**src/rtl/nodf_mon_pkg.sv**
```systemverilog
// Shared types and defaults for the ap_ctrl handshake observer.
package nodf_mon_pkg;

    typedef enum logic [1:0] {
        ST_IDLE      = 2'd0,
        ST_BUSY      = 2'd1,
        ST_DONE_WAIT = 2'd2,
        ST_FINISHED  = 2'd3
    } state_t;

    localparam int CNT_W_DEF = 32;
    localparam int LAT_W_DEF = 32;
    localparam logic [LAT_W_DEF-1:0] LAT_INIT_MIN = '1;

endpackage

```
**src/rtl/nodf_sat_counter.sv**
```systemverilog
// Saturating up-counter. A clear cycle that is also enabled loads 1, so the
// clearing cycle itself is counted.
module nodf_sat_counter #(
    parameter int W = 32
) (
    input  logic         clock,
    input  logic         reset,
    input  logic         clr,
    input  logic         en,
    output logic [W-1:0] cnt
);

    always_ff @(posedge clock or negedge reset) begin
        if (!reset) begin
            cnt <= '0;
        end else if (clr) begin
            cnt <= W'(en);
        end else if (en && (cnt != '1)) begin
            cnt <= cnt + 1'b1;
        end
    end

endmodule

```
**src/rtl/nodf_module_intf.sv**
```systemverilog
// Passive ap_ctrl observer: transaction state, start/done counts, latency stats.
// Optional NODF_STALL_CNT_EN adds stall_cnt (done held off by ap_continue=0).
module nodf_module_intf
    import nodf_mon_pkg::*;
#(
    parameter int CNT_W = CNT_W_DEF,
    parameter int LAT_W = LAT_W_DEF
) (
    input  logic             clock,
    input  logic             reset,
    input  logic             ap_start,
    input  logic             ap_ready,
    input  logic             ap_done,
    input  logic             ap_continue,
    input  logic             finish,
    output logic [1:0]       state,
    output logic             busy,
    output logic             start_pulse,
    output logic             done_pulse,
    output logic [CNT_W-1:0] start_cnt,
    output logic [CNT_W-1:0] done_cnt,
    output logic [CNT_W-1:0] cycle_cnt,
    output logic [LAT_W-1:0] last_lat,
    output logic [LAT_W-1:0] min_lat,
    output logic [LAT_W-1:0] max_lat
`ifdef NODF_STALL_CNT_EN
    ,
    output logic [CNT_W-1:0] stall_cnt
`endif
);

    state_t st, st_nxt;
    logic active, idle, run, comp, start_ev;
    logic [LAT_W-1:0] lat_cnt, lat;

    // In FINISHED neither active nor idle holds, so every event below is
    // suppressed and all counters freeze without extra gating.
    assign active   = (st == ST_BUSY) || (st == ST_DONE_WAIT);
    assign idle     = (st == ST_IDLE);
    assign run      = (st != ST_FINISHED);
    assign comp     = ap_done && ap_continue && (active || (idle && ap_start));
    assign start_ev = (idle && ap_start) || (active && comp && ap_start && ap_ready);
    assign lat      = active ? lat_cnt : '0;

    assign state = st;
    assign busy  = active;

    always_ff @(posedge clock or negedge reset) begin
        if (!reset) st <= ST_IDLE;
        else        st <= st_nxt;
    end

    always_comb begin
        st_nxt = st;
        case (st)
            ST_IDLE: begin
                if (start_ev && !comp) st_nxt = ST_BUSY;
            end
            ST_BUSY, ST_DONE_WAIT: begin
                if (comp)         st_nxt = start_ev ? ST_BUSY : ST_IDLE;
                else if (ap_done) st_nxt = ST_DONE_WAIT;
            end
            default: ;
        endcase
        if (finish) st_nxt = ST_FINISHED;
    end

    nodf_sat_counter #(.W(CNT_W)) u_start_cnt (
        .clock(clock), .reset(reset), .clr(1'b0), .en(start_ev), .cnt(start_cnt));
    nodf_sat_counter #(.W(CNT_W)) u_done_cnt (
        .clock(clock), .reset(reset), .clr(1'b0), .en(comp), .cnt(done_cnt));
    nodf_sat_counter #(.W(CNT_W)) u_cycle_cnt (
        .clock(clock), .reset(reset), .clr(1'b0), .en(run), .cnt(cycle_cnt));
    // Holds N during the cycle that is N cycles after the start event.
    nodf_sat_counter #(.W(LAT_W)) u_lat_cnt (
        .clock(clock), .reset(reset), .clr(start_ev), .en(start_ev || active),
        .cnt(lat_cnt));

`ifdef NODF_STALL_CNT_EN
    nodf_sat_counter #(.W(CNT_W)) u_stall_cnt (
        .clock(clock), .reset(reset), .clr(1'b0),
        .en(active && ap_done && !ap_continue), .cnt(stall_cnt));
`endif

    always_ff @(posedge clock or negedge reset) begin
        if (!reset) begin
            start_pulse <= 1'b0;
            done_pulse  <= 1'b0;
            last_lat    <= '0;
            min_lat     <= '1;
            max_lat     <= '0;
        end else begin
            start_pulse <= start_ev;
            done_pulse  <= comp;
            if (comp) begin
                last_lat <= lat;
                if (lat < min_lat) min_lat <= lat;
                if (lat > max_lat) max_lat <= lat;
            end
        end
    end

endmodule

```
**config.mk**
```make
export PLATFORM = sky130hd
export DESIGN_NAME = nodf_module_intf
export DESIGN_NICKNAME = d
export VERILOG_FILES = /design/src/rtl/nodf_mon_pkg.sv /design/src/rtl/nodf_sat_counter.sv /design/src/rtl/nodf_module_intf.sv
export SDC_FILE = /design/constraint.sdc
export NUM_CORES = 1
export LEC_CHECK = 0
export ABC_AREA = 1
export ABC_CLOCK_PERIOD_IN_PS = 2620
export CAP_MARGIN = 20
export CELL_PAD_IN_SITES_DETAIL_PLACEMENT = 0
export CELL_PAD_IN_SITES_GLOBAL_PLACEMENT = 1
export CORE_MARGIN = 1.5
export CORE_UTILIZATION = 30
export DETAILED_ROUTE_END_ITERATION = 8
export PLACE_DENSITY_LB_ADDON = 0.1
export SYNTH_ARGS = -nofsm -noshare
export SYNTH_HDL_FRONTEND = slang
export SYNTH_SLANG_ARGS = --single-unit
export TNS_END_PERCENT = 30
```
**constraint.sdc**
```tcl
create_clock -name clock -period 2.62 [get_ports clock]
set_input_delay 0.786 -clock clock [delete_from_list [all_inputs] [get_ports clock]]
set_output_delay 0.786 -clock clock [all_outputs]
set_load 0.05 [all_outputs]
```
[Yosys cells after proc, flatten, opt, wreduce, memory -nomap -nowiden]
Cells that the tools add are included.
Storage, ports and cells
  register bits after elaboration: 228
  latch bits: 0
  memory bits (writable): 0
  memory bits (read-only): 0
  input port bits: 7
  output and inout bits: 197
  logic and storage cells: 57
  memories: 0
Cells by class
  add/subtract/negate cells: 4
  multiply operators: 0
  divide/modulo/power cells: 0
  order comparisons: 2
  eq/ne operators: 9
  shift-type cells: 0
  multiplexer cells: 9
  bitwise operators: 0
  reduce and logical (&&, ||, !) cells: 23
Operators by type and width (count)
  adder 32 x 1 -> 32 bit (second input constant): 4
  inequality test 32 bit (second input constant): 4
  two-way mux 32 bit: 3
  > comparator 32 bit: 1
  < comparator 32 bit: 1
  logical AND 1 bit: 11
  two-way mux 2 bit: 4
  logical OR 1 bit: 4
  inequality test 4 bit (second input constant): 1
  one-hot mux 2 bit (2 select lines): 1
  AND reduction 2 bit: 2
  inequality test 3 x 2 -> 1 bit (second input constant): 1
  AND reduction 3 bit: 1
  nonzero test 3 bit: 1
  equality test 2 x 1 -> 1 bit (second input constant): 1
  equality test 2 bit (second input constant): 1
  zero test 2 bit: 1
  inequality test 2 bit (second input constant): 1
  nonzero test 2 bit: 1
  OR reduction 2 bit: 1
  zero test 1 bit: 1
  two-way mux 1 bit: 1

[Logic depth before layout (Yosys ltp)]
Gate-level depths: netlist of run 1.
  word-level depth: 12
  mapped depth: 20
  mapped depth without buffers: 17

[Modules after synthesis]
From an unflattened synthesis of run 1, not the netlist that was laid out.
Unflattened totals
  cell total of the unflattened synthesis: 2127
  area total of the unflattened synthesis: 14760.4 um2
By module, submodules not included
  nodf_sat_counter: instances 4, cells each 347, area an instance 2234.6 um2, sequential area each 800.8 um2
  nodf_module_intf: instances 1, cells each 739, area an instance 5821.8 um2, sequential area each 2542.4 um2

[Worst setup path after synthesis of run 1]
OpenSTA, ideal clock, no wires.
  path type: register to register
  from: reg st[0], in the netlist state[0]
  to: reg min_lat[2]
  setup time: 60 ps
  arrival time: 3270 ps
  data required time: 2560 ps
  setup slack: -711 ps
  cell stages (with the launch flop): 16
  buffers on the path: 3
  period minus slack after synthesis: 3331 ps
  cells stage by stage: dfrtp_1 inv_1 ha_1 buf_4 clkbuf_1 nand2_1 inv_1 ha_1 nand2_1 nor4_1 and3_1 nand2_2 nand2_2 buf_4 nand2_1 nand2_1
On the way
  word-level cells in the longest chain between the ends: 5
  elaborated cells on any way between the ends: 10
  classes of those cells: 1 x order compare; 2 x eq/ne; 1 x mux; 6 x reduce/logical
Ends and longest elaborated chain
  from (decl): line nodf_module_intf.sv:32  | state_t st, st_nxt;
  from (signal assigned): line nodf_module_intf.sv:50  | else st <= st_nxt;
  equality test 2 x 1 -> 1 bit / equality test 2 bit (equally long branches): line nodf_module_intf.sv:38  | assign active = (st == ST_BUSY) || (st == ST_DONE_WAIT);
  logical OR 1 bit *: line nodf_module_intf.sv:38
  net busy: line nodf_module_intf.sv:17  | output logic busy,
  two-way mux 32 bit *: line nodf_module_intf.sv:43  | assign lat = active ? lat_cnt : '0;
  net lat[31]: line nodf_module_intf.sv:34  | logic [LAT_W-1:0] lat_cnt, lat;
  < comparator 32 bit *: line nodf_module_intf.sv:97  | if (lat < min_lat) min_lat <= lat;
  AND reduction 2 bit (no source line) *
  to (signal assigned): line nodf_module_intf.sv:97
  to (decl): line nodf_module_intf.sv:24  | output logic [LAT_W-1:0] min_lat,
The timed path passes the listed nets; every way through them passes the cells marked *.
A chain may end at the register's enable or synchronous reset.

[Final worst setup path of run 1]
  from: reg st[1], in the netlist state[1]
  to: out busy
On the way
  word-level cells in the longest chain between the ends: 2
  elaborated cells on any way between the ends: 3
  classes of those cells: 2 x eq/ne; 1 x reduce/logical
Ends and longest elaborated chain (line)
  equality test 2 x 1 -> 1 bit / equality test 2 bit (equally long branches): nodf_module_intf.sv:38
  logical OR 1 bit *: nodf_module_intf.sv:38
  to (decl): nodf_module_intf.sv:17
Every way passes the cells marked *; elsewhere a longest branch is shown, timed or not.

==> results.toml, run 1 <==
[run_status]
status = "complete, but fails checks"
violations = "negative setup slack"

[floorplanning]
core_area_sq_um = 44410
dieArea_sq_um = 46460
io_pins = 204
start_util_pct = 30.52
fp.dieH_um = 215.6
die_width_um = 215.6
rows = 77

[setup_path]
arrival_ps = 1910
r2r_slack_ps = -20
crit_fanout = 5
crit_path_end_kind = "output pin"
path_cells = "inv_2 -> ha_4 -> buf_8 -> clkbuf_16 -> buf_4 -> buf_12"
cp-start-kind = "flop"
slowest_delay_ps = 400
worstPathRequired_ps = 1830
critPathSlowestCell = "dfrtp_2"
crit_type = "flop to output pin"

[timing]
hold_viol = 0
setup_ws_ps = -77.92
setup_tns_ps = -182.9
setup_viol = 16
tightest_slew_ps = 563.4
skew_ps = 11.36
fin_crit_sh_pct = 103.0
timing.slew.headroom_pct = 62.32
min_period_ps = 2698
drv_slew = 0
fmax_mhz = 370.7
rsz0062_at_grt = "true"

[detailed_routing]
wl_met1_um = 21880
ant_nets = 0
dr_total_vias = 12550
wl_met2_um = 20770
drc_errors = 0
drtPass1Iterations = 5
drtIter0Drc = 619
top_layer = "met4"
wl_met3_um = 1541
viasPerCell = 4.634
wl_per_cell_um = 16.60
wirelength_um = 44960

[global_route]
track_usage_pct = 19.12
antenna_found_initial = 0
grt_pass1_vias = 12540
grt-ovfl-total = 0
grt_max_degree = 63
grt_pass1_wl_um = 71210

[yosys]
synth_area_leaders = "dfrtp_1, nand2_1, dfstp_2, ha_1, inv_1"
synth-edff-count = 0
synth_cell_types = 46
yosys.area.top_type_share_pct = 36.19
synth_seq_cells = 228
synthesis.area_sq_um = 13550
async_reset_ff_share_pct = 100.0
ys.flop_type = "dfrtp_1"
syn_area_per_cell_sq_um = 7.584
synth_fp_nets = 1861
netlist_instances = 1787
ys_seq_area_share_pct = 42.39
synth_top_area_cell = "dfrtp_1"
ys_warn_count = 0

[clock_tree]
insertion_delay_ps = 570
clk_pin_slew_worst_paths_ps = 60
cts_made_buffers = 30
clock_path_buffers = 3
h-tree-depth = 1
cts_tree = "yes"
cts_sinks = 228
holdBufCountCts = 0
cts-root-buf = "clkbuf_16"

[layout]
drive_above_1_share_pct = 17.06
area_delta_synth_final_pct = 37.13
final_cell_mix = "nand2_1, dfrtp_1, inv_1"
final_common_cell = "nand2_1"
diodes = 0
layout.nets = 2166

[power]
powerDensity_nw_per_um2 = 1046
total_power_mw = 19.44
p_leak_nw = 9.368
ir_drop_uv = 801.9

[place]
gp_congestion = 0.9038
portBuffers = 203
dp.final_hpwl_um = 33790
post-place-ws_ps = -156.9

[worst_hold_path]
min_path_type = "input port to async pin"

[run]
maxCapViolations = 0
state kept, by name, indices dropped and copies added, names as in the netlist:
signal           count
last_lat            32
max_lat             32
min_lat             32
u_cycle_cnt.cnt     32
u_done_cnt.cnt      32
u_lat_cnt.cnt       32
u_start_cnt.cnt     32
state                2
done_pulse           1
start_pulse          1
path summary, 6_finish.rpt:
check / cells past startpoint / to / startpoint
setup / recovery: 6 / busy / state[1]
hold / removal: 1 / u_cycle_cnt.cnt[0] / reset
hold reg to reg: 2 / min_lat[12] / min_lat[12]
min in group clock: 2 / min_lat[12] / min_lat[12]
setup reg to reg: 17 / max_lat[31] / state[1]
max in group asynchronous: 2 / min_lat[8] / reset
cells by family (layout without fill, tap and decap cells):
| logic type | after synthesis | after routing | share of synthesized area [%] |
|---|---|---|---|
| simple gates | 983 | 983 | 31.19 |
| fa+ha+maj | 67 | 67 | 6.185 |
| buf+inv | 265 | 594 | 8.290 |
| compound gates | 160 | 160 | 6.508 |
| xor+xnor | 84 | 84 | 5.428 |
| flops | 228 | 228 | 42.39 |
metrics by stage:
stage / std cells / hold WS (ps) / instance area (sq um) / util, %
global placement: 2642 / 460.4 / 17250 / 38.84
CTS: 2702 / 85.44 / 18220 / 41.02
floorplan: 1787 / 476.5 / 13810 / -
detailed placement: 2642 / 462.6 / 17250 / 38.84
global route: 2708 / 107.7 / 18590 / 41.85
finish: 2708 / 103.7 / 18590 / 41.85
cell type report:
class / instances / area, sq um
repair buffers: 322 / 3153
well taps: 592 / 740.7
clock inverters: 11 / 66.31
flip-flops and latches: 228 / 5748
fillers: 4632 / 25830
multi-input cells: 1294 / 7109
inverters: 216 / 819.5
clock buffers: 45 / 948.4
cells in the mapped netlist, types with 3 or more instances:
cell / n
nand2_1: 564
inv_1: 207
dfrtp_1: 196
nor2_1: 144
nand3_1: 116
o21ai_0: 74
ha_1: 67
xor2_1: 64
nor3_1: 53
nand4_1: 48
a21oi_1: 38
dfstp_2: 32
o21ai_1: 21
xnor2_1: 20
buf_2: 19
nand2_2: 15
nor2_2: 13
clkbuf_1: 12
buf_6: 10
buf_4: 7
nor3_2: 7
nor4_1: 7
inv_2: 6
nand3b_1: 6
o21ai_2: 6
o21a_1: 4
o31ai_1: 4
or2_2: 3
what timing repair did:
item,CTS,global route
resized for setup,141,81
pin swaps,8,19
gates cloned,0,2
setup buffers,4,6
endpoints found under the setup margin,180,86
routing by layer:
metal	global-route usage (%)	vias to the layer above
met5	0	-
met3	2.579	45
li1	-	6349
met4	3.380	0
met2	31.02	216
met1	27.33	5940
report_power, final:
part,total (mW),switching (mW),internal (mW)
Combinational,10.3,6.73,3.58
Sequential,4.98,0.718,4.26
Clock,4.15,1.66,2.49
critical path: cells and delay by family (launching register included):
kind	cells	cell delay [ps]
buffers and inverters	5	700
adders and majority gates	1	240
DFF	1	400
(Power assumes the default switching activity.)
==> run 2, diff against run 1 <==
--- a/config.mk
+++ b/config.mk
@@ -14,6 +14,8 @@
 export CORE_UTILIZATION = 30
 export DETAILED_ROUTE_END_ITERATION = 8
 export PLACE_DENSITY_LB_ADDON = 0.1
+export REMOVE_ABC_BUFFERS = 1
+export SKIP_CTS_REPAIR_TIMING = 1
 export SYNTH_ARGS = -nofsm -noshare
 export SYNTH_HDL_FRONTEND = slang
 export SYNTH_SLANG_ARGS = --single-unit
==> run 2 against run 1 <==
The run still ends with negative setup slack left. Final cell count rose by 1.3%. Critical path depth up 9. Setup slack got worse by 24 ps. Utilization up 1.6 points. Largest power group unchanged.
==> results.toml, run 2 (synthesis results as in run 1) <==
[global_route]
grt_pass1_wl_um = 73110
antenna_found_initial = 1
grt-ovfl-total = 0
grt_max_degree = 53
grt_pass1_vias = 12690
track_usage_pct = 19.88

[timing]
setup_viol = 65
min_period_ps = 2721
fmax_mhz = 367.5
fin_crit_sh_pct = 103.9
hold_viol = 0
tightest_slew_ps = 607.3
setup_tns_ps = -4237
drv_slew = 0
timing.slew.headroom_pct = 59.39
skew_ps = 11.70
rsz0062_at_grt = "true"
setup_ws_ps = -101.4

[detailed_routing]
wirelength_um = 47430
dr_total_vias = 12770
drtIter0Drc = 528
wl_per_cell_um = 17.29
viasPerCell = 4.654
drc_errors = 0
drtPass1Iterations = 5
ant_nets = 0

[layout]
final_cells = 2743
final_common_cell = "nand2_1"
diodes = 0
drive_above_1_share_pct = 18.97
area_delta_synth_final_pct = 42.52
layout.nets = 2201
final_cell_mix = "nand2_1, dfrtp_1, inv_1"

[clock_tree]
cts-root-buf = "clkbuf_16"
clk_pin_slew_worst_paths_ps = 60
clock_path_buffers = 3
h-tree-depth = 1
cts_made_buffers = 30
insertion_delay_ps = 580
cts_sinks = 228
cts_tree = "yes"

[floorplanning]
io_pins = 204
die_width_um = 215.6
dieArea_sq_um = 46460
core_area_sq_um = 44410
start_util_pct = 30.52
fp.dieH_um = 215.6
rows = 77

[run]
maxCapViolations = 0

[setup_path]
startpoint = "state[0]"
reg2reg_from = "state[0]"
crit_path_end_kind = "flop"
crit_fanout = 6
worstPathRequired_ps = 3130
crit_type = "flop to flop"
arrival_ps = 3230
cp-start-kind = "flop"

[power]
powerDensity_nw_per_um2 = 1030
total_power_mw = 19.90
ir_drop_uv = 664.0
p_leak_nw = 11.15

[worst_hold_path]
min_path_type = "input port to async pin"

[place]
portBuffers = 203
gp_congestion = 0.8567
dp.cells = 2671
dp.final_hpwl_um = 35300

[run_status]
status = "complete, but fails checks"
violations = "negative setup slack"
==> run 2: per-stage QoR <==
stage	setup WS (ps)	util [%]	hold WS, ps	cell area, sq um
6_report	-101.4	43.49	136.3	19320
5_1_grt	-224.1	43.49	149.0	19320
4_1_cts	-274.4	41.10	130.8	18260
3_5_place_dp	-260.0	38.78	461.8	17220
3_3_place_gp	-192.7	38.78	457.6	17220
2_1_floorplan	-1865	-	476.0	13240
==> run 2: where the power goes <==
group | leakage, nW | internal [mW] | switching [mW]
Clock | 0.513 | 2.63 | 1.67
Combinational | 7.67 | 3.86 | 6.76
Sequential | 2.97 | 4.25 | 0.734
==> run 2: area by class of cell <==
class | count | area (sq um)
inverter | 216 | 827.0
tap | 592 | 740.7
clock inverter | 9 | 97.59
clock buffer | 47 | 935.9
sequential | 228 | 5746
timing repair buffer | 357 | 3881
multi-input combinational | 1294 | 7088
fill | 4494 | 25100
==> run 2: worst paths after layout <==
kind / depth (start not counted) / endpoint / slack (ps)
worst min register to register: 2 / min_lat[13] / 470
worst min-delay path: 1 / u_cycle_cnt.cnt[13] / 140
max in group asynchronous: 2 / last_lat[1] / 1730
worst max-delay path: 15 / min_lat[2] / -100
min in group clock: 2 / min_lat[13] / 470
worst max register to register: 15 / min_lat[2] / -100
==> run 2: critical path, stage by stage (launching register included) <==
cell and delay [ps]:
dfrtp_1 370, inv_2 60, ha_4 380, buf_12 150, nand2_1 90, inv_2 90
ha_1 260, a21oi_2 160, o21ai_1 100, nand2_1 100, nand3_2 140, a21oi_4 280
nand2_8 160, clkbuf_16 200, nand2_1 50, nand2_1 50
==> run 2: per-layer routing <==
metal,global-route usage [%],routed length (um),up-vias
li1,-,-,6427
met1,28.55,22920,6043
met2,30.87,21350,239
met3,3.115,1847,56
met4,5.455,1314,0
met5,0,0,-
==> run 3, diff against run 2 <==
--- a/config.mk
+++ b/config.mk
@@ -6,7 +6,7 @@
 export NUM_CORES = 1
 export LEC_CHECK = 0
 export ABC_AREA = 1
-export ABC_CLOCK_PERIOD_IN_PS = 2620
+export ABC_CLOCK_PERIOD_IN_PS = 2400
 export CAP_MARGIN = 20
 export CELL_PAD_IN_SITES_DETAIL_PLACEMENT = 0
 export CELL_PAD_IN_SITES_GLOBAL_PLACEMENT = 1
==> constraint.sdc (replaced) <==
create_clock -name clock -period 2.4 [get_ports clock]
set_input_delay 0.72 -clock clock [delete_from_list [all_inputs] [get_ports clock]]
set_output_delay 0.72 -clock clock [all_outputs]
set_load 0.05 [all_outputs]
==> run 3 against run 2 <==
The run still ends with negative setup slack left. Clock power is 4.9% higher. Clock skew shrank 2.9 ps. Sequential power up 8.4%. Clock-buffer cell count down 7. Critical path depth is 4 higher. Die area stayed put. Critical path type unchanged. Critical endpoint is now max_lat[11]. Highest routed layer unchanged.
==> results.toml, run 3 (synthesis results as in run 1) <==
[power]
switching_share_pct = 46.10
power.share.clock_pct = 20.0
total_power_mw = 22.53
seqPwrFrac_pct = 24.0
p_int_mw = 12.15
p_comb_share_pct = 56.0
ir_drop_uv = 961.4
power_switching_mw = 10.39
p_leak_nw = 11.43
powerDensity_nw_per_um2 = 1155

[clock_tree]
clk_pin_slew_worst_paths_ps = 60
cts_tree = "yes"
cts_sinks = 228
cts-root-buf = "clkbuf_16"
insertion_delay_ps = 570
h-tree-depth = 1
cts_made_buffers = 29
clock_path_buffers = 3

[detailed_routing]
ant_nets = 0
wirelength_um = 47710
drc_errors = 0
dr_total_vias = 12940
drtIter0Drc = 789
drtPass1Iterations = 5
viasPerCell = 4.677
wl_per_cell_um = 17.25

[timing]
fin_crit_sh_pct = 112.0
setup_tns_ps = -15760
setup_ws_ps = -287.7
setup_viol = 65
skew_ps = 8.801
rsz0062_at_grt = "true"
hold_viol = 0
fmax_mhz = 372.1
tightest_slew_ps = 548.8
timing.slew.headroom_pct = 63.35
drv_slew = 0
min_period_ps = 2688

[layout]
drive_above_1_share_pct = 21.40
final_area_sq_um = 19520
fillers = 4458
area_delta_synth_final_pct = 44.00
final_cell_mix = "nand2_1, dfrtp_1, buf_4"
layout.nets = 2224
final_cells = 2766
final_common_cell = "nand2_1"

[floorplanning]
core_area_sq_um = 44410
dieArea_sq_um = 46460
rows = 77
fp.dieH_um = 215.6
die_width_um = 215.6
io_pins = 204
start_util_pct = 30.52

[global_route]
track_usage_pct = 19.79
grt_max_degree = 63
grt_pass1_vias = 12710
grt-ovfl-total = 0
antenna_found_initial = 1
grt_pass1_wl_um = 72710

[setup_path]
startpoint = "state[1]"
crit_path_end_kind = "flop"
arrival_ps = 3140
reg2reg_from = "state[1]"
cp-start-kind = "flop"
worstPathRequired_ps = 2860
crit_fanout = 7
crit_type = "flop to flop"

[place]
dp.cells = 2695
portBuffers = 203
gp_congestion = 0.8615
placed_area_sq_um = 17310
dp.final_hpwl_um = 35300

[run_status]
status = "complete, but fails checks"
violations = "negative setup slack"

[run]
maxCapViolations = 0

[worst_hold_path]
min_path_type = "input port to async pin"
[run 3: path summary, 6_finish.rpt]
check                                      endpoint  slack, ps  cells after the start
worst max register to register          max_lat[11]       -290                     19
worst max-delay path                    max_lat[11]       -290                     19
max in group asynchronous               min_lat[25]       1600                      2
min in group clock                       min_lat[1]        470                      2
worst min-delay path            u_cycle_cnt.cnt[13]         40                      1
worst min register to register           min_lat[1]        470                      2
[run 3: layout make-up]
cell class	instances	area, sq um	share of cell area [%]
inverter	216	839.6	4.302
antenna	1	2.502	0.01282
clock inverter	14	148.9	0.7629
clock buffer	40	817.0	4.186
multi-input combinational	1294	7218	36.99
sequential	228	5746	29.44
timing repair buffer	381	4004	20.52
tap	592	740.7	3.795
[run 3: power by group through the flow]
stage | Sequential [mW] | Clock [mW] | Combinational, mW
finish | 5.41 | 4.50 | 12.6
global route | 5.52 | 4.80 | 13.6
CTS | 5.41 | 4.65 | 10.6
detailed placement | 5.46 | 0 | 10.6
global placement | 5.47 | 0 | 10.6
floorplan | 7.28 | 0 | 3.64
[run 3: routing by layer]
layer  share of wire [%]  GRT usage [%]  up-vias
met5                   0              0        -
met4                 2.1          4.545        0
met3                 4.0          3.143       50
met2                  46          31.60      230
met1                  48          28.04     6170
li1                    -              -     6486
[run 3: critical path, cell delays in order (launching register included)]
cell and delay [ps]:
dfrtp_1 380, inv_2 80, ha_4 240, buf_12 150
buf_12 150, nand2_4 80, inv_4 50, ha_4 250
nand2_1 70, nor3_2 200, nand3_1 110, nand3_2 100
nand2_1 50, nand2_1 70, nand2_2 60, nand2_4 130
nand2_8 100, clkbuf_16 190, nand2_1 60, nand2_1 40
[run 3: per-stage QoR]
step	hold slack [ps]	utilization (%)	setup WS, ps
global placement	459.6	38.97	-423.4
CTS	38.81	41.15	-485.4
global route	52.96	43.94	-444.5
detailed placement	466.0	38.97	-464.2
floorplan	424.4	-	-2085
finish	42.34	43.94	-287.7
